### src/rtl/input_conditioner_pkg.sv
// Shared types and defaults for the switch/button input conditioner.
package input_conditioner_pkg;

    typedef enum logic [1:0] {
        STABLE_LO = 2'd0,
        PEND_HI   = 2'd1,
        STABLE_HI = 2'd2,
        PEND_LO   = 2'd3
    } db_state_e;

    localparam int unsigned DEFAULT_DEBOUNCE_CYCLES = 20000;

endpackage

### src/rtl/input_conditioner_debounce_bit.sv
// One input bit: synchronizer chain, debounce FSM with stability counter, edge pulses.
module debounce_bit
    import input_conditioner_pkg::*;
#(
    parameter int unsigned SYNC_STAGES     = 2,
    parameter int unsigned DEBOUNCE_CYCLES = DEFAULT_DEBOUNCE_CYCLES
) (
    input  logic clk,
    input  logic rst_n,
    input  logic raw_in,
    output logic level_out,
    output logic rise_pulse,
    output logic fall_pulse
);

    localparam int unsigned CntW = $clog2(DEBOUNCE_CYCLES);
    localparam logic [CntW-1:0] CntLast = CntW'(DEBOUNCE_CYCLES - 1);

    logic [SYNC_STAGES-1:0] sync_q;
    logic                   sync;
    db_state_e              state_q, state_d;
    logic [CntW-1:0]        cnt_q, cnt_d;
    logic                   level_q, level_d;
    logic                   rise_q, rise_d;
    logic                   fall_q, fall_d;

    assign sync = sync_q[SYNC_STAGES-1];

    always_comb begin
        state_d = state_q;
        cnt_d   = cnt_q;
        level_d = level_q;
        rise_d  = 1'b0;
        fall_d  = 1'b0;
        unique case (state_q)
            STABLE_LO: if (sync) begin
                state_d = PEND_HI;
                cnt_d   = CntW'(1);
            end
            PEND_HI: begin
                if (!sync) begin
                    state_d = STABLE_LO;
                    cnt_d   = '0;
                end else if (cnt_q == CntLast) begin
                    state_d = STABLE_HI;
                    cnt_d   = '0;
                    level_d = 1'b1;
                    rise_d  = 1'b1;
                end else begin
                    cnt_d = cnt_q + CntW'(1);
                end
            end
            STABLE_HI: if (!sync) begin
                state_d = PEND_LO;
                cnt_d   = CntW'(1);
            end
            PEND_LO: begin
                if (sync) begin
                    state_d = STABLE_HI;
                    cnt_d   = '0;
                end else if (cnt_q == CntLast) begin
                    state_d = STABLE_LO;
                    cnt_d   = '0;
                    level_d = 1'b0;
                    fall_d  = 1'b1;
                end else begin
                    cnt_d = cnt_q + CntW'(1);
                end
            end
            default: begin
                state_d = STABLE_LO;
                cnt_d   = '0;
            end
        endcase
    end

    always_ff @(posedge clk or negedge rst_n) begin
        if (!rst_n) begin
            sync_q  <= '0;
            state_q <= STABLE_LO;
            cnt_q   <= '0;
            level_q <= 1'b0;
            rise_q  <= 1'b0;
            fall_q  <= 1'b0;
        end else begin
            sync_q  <= {sync_q[SYNC_STAGES-2:0], raw_in};
            state_q <= state_d;
            cnt_q   <= cnt_d;
            level_q <= level_d;
            rise_q  <= rise_d;
            fall_q  <= fall_d;
        end
    end

    assign level_out  = level_q;
    assign rise_pulse = rise_q;
    assign fall_pulse = fall_q;

endmodule

### src/rtl/input_conditioner.sv
// Conditions the raw switch/button pins and latches the lowest-index press as a
// valid/ack event for the game FSM.
module input_conditioner
    import input_conditioner_pkg::*;
#(
    parameter int unsigned WIDTH           = 8,
    parameter int unsigned SYNC_STAGES     = 2,
    parameter int unsigned DEBOUNCE_CYCLES = DEFAULT_DEBOUNCE_CYCLES,
    localparam int unsigned IdxW           = (WIDTH > 1) ? $clog2(WIDTH) : 1
) (
    input  logic             clk,
    input  logic             rst_n,
    input  logic [WIDTH-1:0] raw_in,
    output logic [WIDTH-1:0] level_out,
    output logic [WIDTH-1:0] rise_pulse,
    output logic [WIDTH-1:0] fall_pulse,
    output logic             evt_valid,
    output logic [IdxW-1:0]  evt_idx,
    input  logic             evt_ack,
    output logic             evt_overflow
);

    for (genvar i = 0; i < WIDTH; i++) begin : g_bit
        debounce_bit #(
            .SYNC_STAGES     (SYNC_STAGES),
            .DEBOUNCE_CYCLES (DEBOUNCE_CYCLES)
        ) u_db (
            .clk        (clk),
            .rst_n      (rst_n),
            .raw_in     (raw_in[i]),
            .level_out  (level_out[i]),
            .rise_pulse (rise_pulse[i]),
            .fall_pulse (fall_pulse[i])
        );
    end

    logic            any_rise;
    logic [IdxW-1:0] cand;
    logic            valid_q, valid_d;
    logic [IdxW-1:0] idx_q, idx_d;
    logic            ovf_q, ovf_d;

    // Scan downward so the lowest set index wins.
    always_comb begin
        cand = '0;
        for (int i = WIDTH - 1; i >= 0; i--) begin
            if (rise_pulse[i]) cand = IdxW'(i);
        end
    end

    assign any_rise = |rise_pulse;

    always_comb begin
        valid_d = valid_q;
        idx_d   = idx_q;
        ovf_d   = ovf_q;
        if (any_rise) begin
            if (!valid_q || evt_ack) begin
                valid_d = 1'b1;
                idx_d   = cand;
                if (valid_q) ovf_d = 1'b0;
            end else begin
                ovf_d = 1'b1;
            end
        end else if (valid_q && evt_ack) begin
            valid_d = 1'b0;
            ovf_d   = 1'b0;
        end
    end

    always_ff @(posedge clk or negedge rst_n) begin
        if (!rst_n) begin
            valid_q <= 1'b0;
            idx_q   <= '0;
            ovf_q   <= 1'b0;
        end else begin
            valid_q <= valid_d;
            idx_q   <= idx_d;
            ovf_q   <= ovf_d;
        end
    end

    assign evt_valid    = valid_q;
    assign evt_idx      = idx_q;
    assign evt_overflow = ovf_q;

endmodule

### config.mk
export PLATFORM = sky130hd
export DESIGN_NAME = input_conditioner
export DESIGN_NICKNAME = d
export VERILOG_FILES = /design/src/rtl/input_conditioner_pkg.sv /design/src/rtl/input_conditioner_debounce_bit.sv /design/src/rtl/input_conditioner.sv
export SDC_FILE = /design/constraint.sdc
export NUM_CORES = 1
export LEC_CHECK = 0
export CAP_MARGIN = 20
export CORE_ASPECT_RATIO = 1.2
export CORE_MARGIN = 10
export CORE_UTILIZATION = 50
export DETAILED_ROUTE_END_ITERATION = 8
export GPL_TIMING_DRIVEN = 0
export PLACE_DENSITY_LB_ADDON = 0.1
export SETUP_SLACK_MARGIN = 0.05
export SLEW_MARGIN = 15
export SYNTH_ARGS = -nofsm -noshare
export SYNTH_HDL_FRONTEND = slang
export SYNTH_SLANG_ARGS = --single-unit
### constraint.sdc
create_clock -name clk -period 2.15 [get_ports clk]
set_input_delay 0.3225 -clock clk [delete_from_list [all_inputs] [get_ports clk]]
set_output_delay 0.3225 -clock clk [all_outputs]
set_load 0.03 [all_outputs]
# ---- Word-level counts from Yosys, hierarchy flattened
# Cells that the tools add are included.
dict set report word_totals {
  reg_bits 181
  output_inout_bits 29
  elab_cells 403
}
dict set report classes {
  n_addsub 8
  eq_ne 98
  mux 198
  n_reduce_logical 48
}
# op n
set ops {}
lappend ops {{two-way mux 15 bit} 40}
lappend ops {{one-hot mux 15 bit (4 select lines)} 8}
lappend ops {{adder 15 x 1 -> 15 bit, second input constant} 8}
lappend ops {{== test 15 bit, second input constant} 8}
lappend ops {{two-way mux 2 bit} 48}
lappend ops {{two-way mux 1 bit} 78}
lappend ops {{inequality test 2 x 1 -> 1 bit, second input constant} 33}
lappend ops {{one-hot mux 2 bit (4 select lines)} 8}
lappend ops {{AND reduction 5 bit} 8}
lappend ops {{== test 2 bit, second input constant} 16}
lappend ops {{inequality test 2 bit, second input constant} 16}
lappend ops {{AND reduction 4 bit} 8}
lappend ops {{inequality test 3 bit, second input constant} 9}
lappend ops {{two-way mux 3 bit} 8}
lappend ops {{inequality test 3 x 1 -> 1 bit, second input constant} 8}
lappend ops {{AND reduction 2 bit} 11}
lappend ops {{nonzero test 2 bit} 9}
lappend ops {{== test 2 x 1 -> 1 bit, second input constant} 8}
lappend ops {{zero test 2 bit} 8}
lappend ops {{one-hot mux 1 bit (2 select lines)} 8}
lappend ops {{OR reduction 8 bit} 1}
lappend ops {{logical AND 1 bit} 1}
lappend ops {{zero test 1 bit} 1}
lappend ops {{logical OR 1 bit} 1}

# ---- Logic depth before layout (Yosys ltp)
dict set report depth {
  word_depth 8
  mapped_depth 8
}

# ---- By module
# Synthesis repeated with hierarchy kept, for this count alone.
dict set report unflattened {
  cells_unflattened 998
  area_unflattened_um2 9633.0
}
# mod n_inst cells_per_inst area_per_inst_um2
set modules_own_cells {}
lappend modules_own_cells {{debounce_bit (g_bit[0].u_db ...)} 6 123 1177.4}
lappend modules_own_cells {{debounce_bit (g_bit[6].u_db)} 1 122 1223.7}
lappend modules_own_cells {{debounce_bit (g_bit[7].u_db)} 1 111 1082.3}
lappend modules_own_cells {input_conditioner 1 27 262.8}

# ---- Worst setup path after synthesis
# No wires, ideal clock.
dict set report synth_timing {
  kind {register -> register}
  start {register g_bit[1].u_db.cnt_q[0]}
  end {register g_bit[1].u_db.cnt_q[2]}
  setup_time_ps 82
  arrival_ps 2011
  required_time_ps 2068
  setup_slack_ps 57
  path_stages_with_launch 9
  path_buffers 2
  synth_period_minus_slack_ps 2093
  cell_sequence {dfrtp_1 -> ha_1 -> and4_1 -> and4_1 -> clkbuf_1 -> nor2_1 -> clkbuf_1 -> a21oi_1 -> a31oi_1}
}
dict set report synth_between {
  elab_chain_len 4
  elab_cells_between_ends 6
  classes_between {add/sub (1); eq/ne (1); mux (4)}
}
# item line_no
set synth_rtl {}
lappend synth_rtl {{start, declared} input_conditioner_debounce_bit.sv:22} ;# logic [CntW-1:0] cnt_q, cnt_d;
lappend synth_rtl {{start signal, assigned} input_conditioner_debounce_bit.sv:88} ;# cnt_q <= cnt_d;
lappend synth_rtl {{adder 15 x 1 -> 15 bit or == test 15 bit (tied branches)} --}
lappend synth_rtl {{two-way mux 15 bit (*)} {input_conditioner_debounce_bit.sv:44, input_conditioner_debounce_bit.sv:61}}
lappend synth_rtl {{two-way mux 15 bit (on tied branches)} {input_conditioner_debounce_bit.sv:58, input_conditioner_debounce_bit.sv:41}}
lappend synth_rtl {{one-hot mux 15 bit (4 select lines) (*)} input_conditioner_debounce_bit.sv:35} ;# unique case (state_q)
# Mark *: on every way between the ends. The rest lies on a longest branch, timed or not.
# A chain may end at the register's enable or synchronous reset.

==> impl_metrics.py <==
metrics = {
    "detailed_routing": {
        "drc": 0,
        "totalWireLength_um": 19560,
        "detail_route.wl_per_cell_um": 15.21,
        "drtIter0Drc": 520,
        "avgViaCountPerCell": 5.830,
        "ant_nets": 0,
        "vias": 7498,
        "drt-pass1-iter-count": 4,
    },
    "power": {
        "power.share.sequential_pct": 41.8,
        "ir_drop_mv": 0.6335,
        "power_leakage_nw": 4.541,
        "comb_power_share_pct": 28.5,
        "power.total_w": 0.009917,
        "power.switching_w": 0.003313,
        "power_density_nw_per_um2": 912.2,
        "sw_frac_of_total_pct": 33.41,
        "p_clk_share_pct": 29.7,
        "intPower_w": 0.006604,
    },
    "logic_synthesis": {
        "synth_warnings": 0,
        "synth_ff_type": "dfrtp_1",
        "synth_edf_count": 0,
        "synth_top_area_share_pct": 50.22,
        "synth_nets": 973,
        "synth-seq-area-share_pct": 50.22,
        "ys_types": 60,
        "synth_area_leader_cell": "dfrtp_1",
        "ys_async_sr_fraction_pct": 100.0,
        "synth_seq_cells": 181,
        "avgSynthCellArea_um2": 9.455,
        "yosys-top-cells-area": "dfrtp_1 (50%), a31oi_1 (4.6%), nand2_1 (4.4%)",
        "syn_area_um2": 9020,
        "synthCells": 954,
    },
    "setup_path": {
        "crit_type": "register to register",
        "max_stage_delay_ps": 570,
        "reg2reg_slack_ps": 60,
        "crit_path_max_fanout": 7,
        "slowest_stage": "or4_4",
        "end_kind": "register",
        "cp.required_ps": 2460,
        "cp_cell_sequence": "or4_4 -> nor4_4 -> or2_4 -> nand2_1 -> mux2_4",
        "critPathLaunchType": "register",
        "worst_ep_arrival_time_ps": 2410,
    },
    "sta": {
        "fin_skew_ps": 8.679,
        "hold-worst-slack_ps": 327.2,
        "setup_violations": 0,
        "tightest_slew_ps": 957.6,
        "period_needed_ps": 2095,
        "finalHoldViolCount": 0,
        "slew_viol_final": 0,
        "max_slew_margin_pct": 35.67,
        "grt_setup_unrepaired": "yes",
        "finalCritPeriodShare_pct": 97.44,
        "max_freq_mhz": 477.3,
    },
    "finish": {
        "area_growth_pct": 20.53,
        "final-seq-area_um2": 4534,
        "multiInputGateArea_um2": 4318,
        "n_antenna_cell": 0,
        "drive_above_1_share_pct": 17.54,
        "final_nets": 1074,
        "layout_common_cells": "dfrtp_1 (177), nand2_1 (101), buf_4 (70)",
        "layout_commonest_cell": "dfrtp_1",
        "fill_cells": 1477,
    },
    "global_routing": {
        "grt_overflow": 0,
        "antenna_found_initial": 0,
        "grt_pass1_wl_um": 33160,
        "grt_pass1_vias": 6988,
        "grt_max_degree": 92,
        "track_usage_pct": 16.43,
    },
    "clock_network": {
        "numCtsBuffers": 17,
        "cts_tree": "built",
        "clkSlewWorstSetupHoldPaths_ps": 60,
        "h-tree-depth": 4,
        "clock_path_buffers": 2,
        "cts.sinks": 181,
        "clock-root-buffer": "clkbuf_16",
        "insertion_delay_ps": 430,
    },
    "job": {
        "cap_violations": 0,
    },
    "die": {
        "pin_count": 40,
        "start_util_pct": 51.13,
        "row_count": 53,
        "die_w_um": 142.6,
        "core_um2": 17640,
        "die_height_um": 167.1,
        "die-area_um2": 23830,
    },
    "outcome": {
        "outcome": "complete, no violations",
    },
    "placement": {
        "globalplace.congestion": 0.8390,
        "post-dp-hpwl_um": 12690,
        "port_buffers": 39,
    },
    "min_path": {
        "hold_path.class": "primary input to register",
    },
}
-- stage by stage --
| step | std cells | area [um2] | utilization [%] | worst slack (ps) | setup TNS, ps |
|---|---|---|---|---|---|
| global placement | 1213 | 9686 | 54.91 | -6867 | -1252190 |
| CTS | 1256 | 10430 | 59.10 | 51.85 | 0 |
| floorplan | 954 | 9020 | - | 56.72 | 0 |
| global route | 1286 | 10870 | 61.63 | -19.37 | -19.37 |
| detailed placement | 1214 | 9718 | 55.09 | -424.5 | -13510 |
| finish | 1286 | 10870 | 61.63 | 55.03 | 0 |
-- power groups by stage --
stage / sequential [W] / clock (W) / combinational (W)
floorplan: 0.00410 / 0 / 0.00178
global route: 0.00421 / 0.00316 / 0.00316
global placement: 0.00418 / 0 / 0.00234
CTS: 0.00412 / 0.00303 / 0.00250
detailed placement: 0.00419 / 0 / 0.00237
finish: 0.00415 / 0.00294 / 0.00283
-- sequential cells by signal (all words and copies together) (netlist names), 3 cells and up, named ones only --
signal	count
g_bit.u_db.state_q	8
g_bit.u_db.cnt_q	120
g_bit.u_db.level_out	8
g_bit.u_db.rise_pulse	8
evt_idx	3
g_bit.u_db.sync_q	16
g_bit.u_db.fall_pulse	8
-- final cells by class --
cell class	instances	share of cell area [%]
inverter	22	0.7596
sequential	181	41.71
timing repair buffer	87	7.228
clock inverter	8	0.7135
clock buffer	22	4.362
multi-input combinational	700	39.72
buffer	46	2.981
tap	220	2.532
-- worst paths after layout --
| path | startpoint | endpoint | cells after the start |
|---|---|---|---|
| min reg2reg | g_bit[7].u_db.sync_q[0] | g_bit[7].u_db.sync_q[1] | 0 |
| max | g_bit[2].u_db.cnt_q[8] | register | 5 |
| max in group asynchronous | rst_n | g_bit[3].u_db.cnt_q[12] | 3 |
| max reg2reg | g_bit[2].u_db.cnt_q[8] | register | 5 |
| min in group asynchronous | rst_n | g_bit[6].u_db.cnt_q[11] | 2 |
| min | raw_in[5] | g_bit[5].u_db.sync_q[0] | 1 |
-- per-layer routing --
metal	vias up	part of all wire (%)	wire length (um)	global-route usage, %
met1	3644	47	9289	21.85
li1	3711	-	-	-
met2	125	48	9318	26.04
met4	0	1.3	250	5.346
met5	-	0	0	0
met3	18	3.6	702	3.565
-- cell usage after synthesis, types with 17 or more instances --
cell type and count:
nor2_1 60, nand2_1 106, dfrtp_1 181, buf_4 24, or3_1 26, nand3_1 52, a21oi_1 71, a31oi_1 67
nand4_1 17, inv_1 22, nor3_1 30, o21ai_0 65
-- worst max-delay path, delay by kind of cell, from the launching register on --
kind	cells	cell delay [ps]
and+or+nand+nor	4	1220
muxes	1	310
DFF	1	450
-- cells by family (layout without fill, tap and decap cells) --
group                    count (synthesis)  in the layout  synth area share, %
AO/OA/AOI/OAI                          264            264                17.62
XOR/XNOR                                19             19                1.845
adder cells (fa/ha/maj)                  8              8                1.110
buffers and inverters                   73            185                4.161
flip-flops                             181            181                50.21
multiplexers                            11             11                1.318
AND/OR/NAND/NOR                        398            398                23.73
-- repair_timing --
item                                    4_1_cts  5_1_grt
buffers inserted                             14       30
gates cloned                                  0        2
gates resized for setup                      19       74
endpoints found under the hold margin        90        0
endpoints found under the setup margin      101       82
hold buffers                                  1        0
pin swaps                                     7       15
Note: power is estimated with default switching activity, not from simulation.
